$ cat src/rtl/mem_resp_port.sv
// -----------------------------------------------------------------------------
// mem_resp_port
//
// Target side of the single-word byte memory write/read protocol. Stores
// 8-bit data words with an even-parity bit (DEPTH = 2**IDX_W words of 9 bits)
// and answers one request at a time over valid/ready handshakes. Every
// accepted request produces exactly one response. A saturating counter
// tracks error responses.
//
// Optional feature (compile-time macro):
//   PARITY_CHECK_EN - when defined, in-range reads recompute the parity of
//                     the stored data and flag a mismatch as an error while
//                     still returning the stored word.
//
// Ports:
//   clk        in   rising-edge clock
//   rst        in   synchronous active-high reset
//   req_valid  in   request present
//   req_ready  out  request accepted when req_valid && req_ready (IDLE only)
//   req_write  in   1 = write, 0 = read
//   req_addr   in   word address (ADDR_W bits); upper bits must be zero
//   req_wdata  in   write data (8 bits)
//   inj_par    in   store inverted parity on an accepted write
//   rsp_valid  out  response present (held until rsp_ready)
//   rsp_ready  in   response consumed when rsp_valid && rsp_ready
//   rsp_rdata  out  {parity, data} for reads; 9'h000 for writes/range errors
//   rsp_err    out  response carries an error
//   err_count  out  saturating count of error responses handed over
// -----------------------------------------------------------------------------
module mem_resp_port #(
  parameter int IDX_W  = 8,
  parameter int ADDR_W = 16
) (
  input  logic              clk,
  input  logic              rst,
  input  logic              req_valid,
  output logic              req_ready,
  input  logic              req_write,
  input  logic [ADDR_W-1:0] req_addr,
  input  logic [7:0]        req_wdata,
  input  logic              inj_par,
  output logic              rsp_valid,
  input  logic              rsp_ready,
  output logic [8:0]        rsp_rdata,
  output logic              rsp_err,
  output logic [15:0]       err_count
);

  localparam int DEPTH = 2 ** IDX_W;

  localparam logic [1:0] IDLE   = 2'd0;
  localparam logic [1:0] ACCESS = 2'd1;
  localparam logic [1:0] RESP   = 2'd2;

  logic [1:0]        r_state;

  // Latched request
  logic              r_write;
  logic              r_inj;
  logic [ADDR_W-1:0] r_addr;
  logic [7:0]        r_wdata;

  // Storage: {par, data}, never reset
  logic [8:0]        r_mem [DEPTH];
  logic [8:0]        r_mem_q;

  // Response qualifiers
  logic              r_rd_ok;
  logic              r_oor_err;
  logic [15:0]       r_err_count;

  logic              w_req_hs;
  logic              w_rsp_hs;
  logic              w_in_range;
  logic [IDX_W-1:0]  w_idx;
  logic              w_par_err;

  assign req_ready  = (r_state == IDLE);
  assign rsp_valid  = (r_state == RESP);
  assign w_req_hs   = req_valid && req_ready;
  assign w_rsp_hs   = rsp_valid && rsp_ready;
  assign w_in_range = (r_addr[ADDR_W-1:IDX_W] == '0);
  assign w_idx      = r_addr[IDX_W-1:0];

  // ---------------------------------------------------------------------------
  // FSM
  // ---------------------------------------------------------------------------
  always_ff @(posedge clk) begin
    if (rst) begin
      r_state <= IDLE;
    end else begin
      case (r_state)
        IDLE:    if (w_req_hs) r_state <= ACCESS;
        ACCESS:  r_state <= RESP;
        RESP:    if (rsp_ready) r_state <= IDLE;
        default: r_state <= IDLE;
      endcase
    end
  end

  // Request capture; only meaningful once the FSM leaves IDLE, so no reset.
  always_ff @(posedge clk) begin
    if (w_req_hs) begin
      r_write <= req_write;
      r_addr  <= req_addr;
      r_wdata <= req_wdata;
      r_inj   <= inj_par;
    end
  end

  // ---------------------------------------------------------------------------
  // Storage: write port and registered read port, both active only in ACCESS
  // for in-range addresses. Out-of-range requests never touch the array.
  // ---------------------------------------------------------------------------
  always_ff @(posedge clk) begin
    if (r_state == ACCESS && r_write && w_in_range) begin
      r_mem[w_idx] <= {(^r_wdata) ^ r_inj, r_wdata};
    end
  end

  always_ff @(posedge clk) begin
    if (r_state == ACCESS && !r_write && w_in_range) begin
      r_mem_q <= r_mem[w_idx];
    end
  end

  // Response qualifiers are set in ACCESS and then frozen through RESP, so
  // everything derived from them below stays stable under backpressure.
  always_ff @(posedge clk) begin
    if (rst) begin
      r_rd_ok   <= 1'b0;
      r_oor_err <= 1'b0;
    end else if (r_state == ACCESS) begin
      r_rd_ok   <= w_in_range && !r_write;
      r_oor_err <= !w_in_range;
    end
  end

`ifdef PARITY_CHECK_EN
  assign w_par_err = r_rd_ok && ((^r_mem_q[7:0]) != r_mem_q[8]);
`else
  assign w_par_err = 1'b0;
`endif

  // Read data is passed through only for successful reads; writes and range
  // errors return zero. A parity error still returns the stored word.
  assign rsp_rdata = r_rd_ok ? r_mem_q : 9'h000;
  assign rsp_err   = r_oor_err || w_par_err;

  // ---------------------------------------------------------------------------
  // Error counter: counts error responses actually handed over; reset wins
  // over a same-cycle handshake.
  // ---------------------------------------------------------------------------
  always_ff @(posedge clk) begin
    if (rst) begin
      r_err_count <= 16'h0000;
    end else if (w_rsp_hs && rsp_err && (r_err_count != 16'hFFFF)) begin
      r_err_count <= r_err_count + 16'h0001;
    end
  end

  assign err_count = r_err_count;

endmodule

$ cat config.mk
export PLATFORM = sky130hd
export DESIGN_NAME = mem_resp_port
export DESIGN_NICKNAME = d
export VERILOG_FILES = /design/src/rtl/mem_resp_port.sv
export SDC_FILE = /design/constraint.sdc
export NUM_CORES = 2
export LEC_CHECK = 0
export BUFFER_PORTS_ARGS = -buffer_cell sky130_fd_sc_hd__buf_2
export CORE_MARGIN = 5
export CORE_UTILIZATION = 45
export CTS_CLUSTER_DIAMETER = 80
export CTS_CLUSTER_SIZE = 16
export DETAILED_ROUTE_END_ITERATION = 7
export PLACE_DENSITY_LB_ADDON = 0.3
export SYNTH_ARGS = -nofsm -noshare
export SYNTH_HDL_FRONTEND = slang
export SYNTH_SLANG_ARGS = --single-unit
$ cat constraint.sdc
create_clock -name clk -period 38.8 [get_ports clk]
set_clock_uncertainty 0.1 [all_clocks]
set_input_delay 1.94 -clock clk [delete_from_list [all_inputs] [get_ports clk]]
set_output_delay 1.94 -clock clk [all_outputs]
set_load 0.005 [all_outputs]
# After elaboration in Yosys (flattened, before gate mapping)
# Memories as Yosys holds them, arrays and structs flattened. A register that Yosys moved wholly into a read port is not among the register bits.
# Index checks and enable logic that the tools add are counted.
# word_totals
out_inout_bits	28
memories	1
ff_bits	46
inputBits	30
mem_bits_rw	2304
# mem_list
memory	depth	width	rd	rd_ports_with_merged_regs	wr	line_no	rtl
r_mem	256	9	1	1	1	64	logic [8:0] r_mem [DEPTH];
# op_classes
eq_ne	5
reduce_logical	15
addsub	1
n_bitwise	1
mux	6
# ops
operator	n
$add 16x1->16 const B	1
$ne 16x16->1 const B	1
$logic_and 1x1->1	9
$mux 9	1
$logic_not 8->1	1
$reduce_xor 8->1	1
$pmux 2 s3	1
$mux 2	2
$ne 2x1->1 const B	2
$eq 2x1->1 const B	1
$eq 2x2->1 const B	1
$logic_not 1->1	2
$logic_not 2->1	1
$mux 1	2
$reduce_and 2->1	1
$xor 1x1->1	1

# Longest topological paths before layout
# logic_depth
ltp_word	5
depth_mapped	9
depth_no_buf	6

# Worst setup path before layout
# OpenSTA, ideal clock, no wires.
# synth_timing
path_kind	reg-to-reg
startpoint	reg r_wdata[6]
endpoint	mem r_mem[0][8] (data pin)
path_stages_with_launch	5
required_time_ns	37.054
arrival_ns	11.272
setup_ns	1.646
n_path_buf	0
slack_ns	25.782
path_cell_list	edfxtp_1 -> xnor2_1 -> xnor2_1 -> xnor2_1 -> xnor2_1
# synth_via
elab_chain_cells	2
# synth_lines
item	line_no	rtl
start, declared	61	logic [7:0] r_wdata;
start signal, assigned	106	r_wdata <= req_wdata;
$reduce_xor 8->1	117	r_mem[w_idx] <= {(^r_wdata) ^ r_inj, r_wdata};
$xor 1x1->1	117	
end, declared	64	
# Every way passes these cells.

==> metrics.txt <==
status finished, final reports clean; CTS Sinks 2,359; die area 209,000 µm²; Seq cells post-synth 2,359; number of flops mapped to enable cells by yosys 2,339; vias 42,622; pin count of the biggest net entering global routing 159; Final min period 6.95 ns; Final #Nets 4,192; Worst setup SP type register; VDD IR max 0.0493 mV; final period utilization 17.9%; RSZ-0062 raised after global routing no; Max Freq 144 MHz; layout cells sized above 1 23.2%; Post-Synthesis Cell Area 89,800 µm²; Starting Density 45.1%; GP Congestion 0.790; Fin Setup TNS 0 ns; global-route wire length before repair 312 mm; Post-synth top cells edfxtp_1 (2,339), mux4_2 (576), a22oi_1 (288); Hold Path Class register to register; Clock Path Buffers 3; Root Driver clkbuf_16; PD cells 48.7 nW/µm²; Worst-path clk slew 0.07 ns; yosys warns 0; cell taking the most area after synthesis edfxtp_1; post-synth cell types 39; most numerous cell in the Yosys netlist edfxtp_1; Synth async-reset ratio 0%; post-CTS sizing 0; fin. max-slew vios 0; grt ovf 0; H-Tree Depth 4; number of DRC markers in iteration 0 5,271; IO Pins 58; vias in the first global route 42,290; Hold Buf Count CTS 0; CP Class register to register; Post-Route Utilization 49.2%; final setup violation count 0; Leakage 29.1 nW; final wirelength 217 mm; Area growth syn-to-layout 9.06%; post-DP HPWL 124 mm; Wirelength per Cell 31.6 µm; DR DRC count 0; DIE HEIGHT 457 µm; CTS Buf Count 166; Worst Setup End Kind register; Max-Cap Viols 0; aggregate global-route resource usage 20.5%; DIE WIDTH 457 µm; syn nets 4,107; Fin. Hold Viols 0; clock latency on the worst-skew pair 0.81 ns; Synth area leaders edfxtp_1 (78%), mux4_2 (14%), a22oi_1 (2.4%); critical path required time 39.22 ns; Avg Inst Size Synth 22.0 µm²; Final ANT Viol Nets 0; initial antenna violation count 3; worst slew pin tran 1.42 ns; critical path arrival 7.37 ns; CTS tree built; sequential share of the synthesized area 78.6%; DR vias/cell 6.22; top cell type's share of synthesized area 78.2%; row count 164; post-CTS setup repair buffer count 0; first-pass iteration count of the detailed router 7; PortBufs 57; Synth Instances 4,076; Slew HR 3.90%; Primary FF master, synth edfxtp_1; total core area 199,000 µm²; Worst Path Max Fanout 45
layer usage:
metal / up-vias / global-route usage, % / share of wire (%)
met5: - / 0 / 0
met2: 2015 / 31.7 / 47
li1: 17308 / - / -
met1: 23030 / 30.4 / 42
met3: 269 / 4.22 / 8.8
met4: 0 / 4.95 / 2.3
critical path, cell delays in order, from the launching register on:
cell,delay [ns]
edfxtp_1,0.70
buf_4,0.64
buf_4,0.74
buf_4,0.71
buf_4,0.82
buf_4,0.75
mux4_2,0.59
a22oi_1,0.28
a21oi_1,0.14
o41ai_1,0.76
nand4_1,0.15
cell type report:
class                      count  area (µm²)
timing repair buffer         166        1200
inverter                       6        22.5
clock buffer                 190        4390
antenna                        1        2.50
clock inverter                 9         135
fill                       15682      101000
multi-input combinational   1462       18300
sequential                  2359       70600
tap                         2656        3320
registers in the layout, summed over array words and instances (netlist names):
register / cells
r_mem: 2304
rsp_err: 1
r_mem_q: 9
err_count: 16
r_rd_ok: 1
r_addr: 16
r_write: 1
r_wdata: 8
r_inj: 1
r_state: 2
logic make-up after synthesis:
| logic type | after synthesis | synth area share, % |
|---|---|---|
| adders and majority gates | 1 | 0.0139 |
| and+or+nand+nor | 378 | 1.76 |
| muxes | 577 | 14.4 |
| buffers and inverters | 255 | 1.27 |
| xor gates and xnor gates | 18 | 0.175 |
| AOI/OAI and AO/OA | 488 | 3.71 |
| DFF | 2359 | 78.6 |
power by group:
group | switching [W] | internal (W)
logic | 0.000211 | 0.0000906
registers | 0.00000253 | 0.00286
clock network | 0.000818 | 0.000798
total | 0.00103 | 0.00374
layout by cell type, fill, tap and decap left out, types with 6 or more instances in the layout:
cell type,instances
a21oi_1,152
a22oi_1,288
and2_1,11
buf_12,8
buf_2,57
buf_4,101
clkbuf_1,17
clkbuf_16,173
dfxtp_1,20
edfxtp_1,2339
inv_1,6
mux4_2,576
nand2_1,19
nand2_2,17
nand3_1,8
nand4_1,14
nor2_1,273
nor2b_1,6
nor3_1,6
o41ai_1,21
o41ai_2,15
xnor2_1,12
path summary, 6_finish.rpt:
| path | cells past startpoint | slack, ns | from | end |
|---|---|---|---|---|
| worst min-delay path | 2 | 0.40 | err_count[10] | err_count[10] |
| worst min register to register | 2 | 0.40 | err_count[10] | err_count[10] |
| worst max-delay path | 10 | 31.85 | r_addr[0] | r_mem_q[7] |
| worst max register to register | 10 | 31.85 | r_addr[0] | r_mem_q[7] |
through the flow:
step	worst slack, ns	cell area, µm²	hold slack, ns	std cells	power, W
floorplan	25.78	89800	0.381	4076	0.00313
global placement	31.64	93400	0.376	6648	0.00321
detailed placement	31.69	93500	0.402	6649	0.00322
CTS	31.65	98000	0.412	6848	0.00481
global route	31.16	98000	0.447	6848	0.00492
finish	31.85	98000	0.405	6849	0.00478
Note: power is estimated with default switching activity, not from simulation.
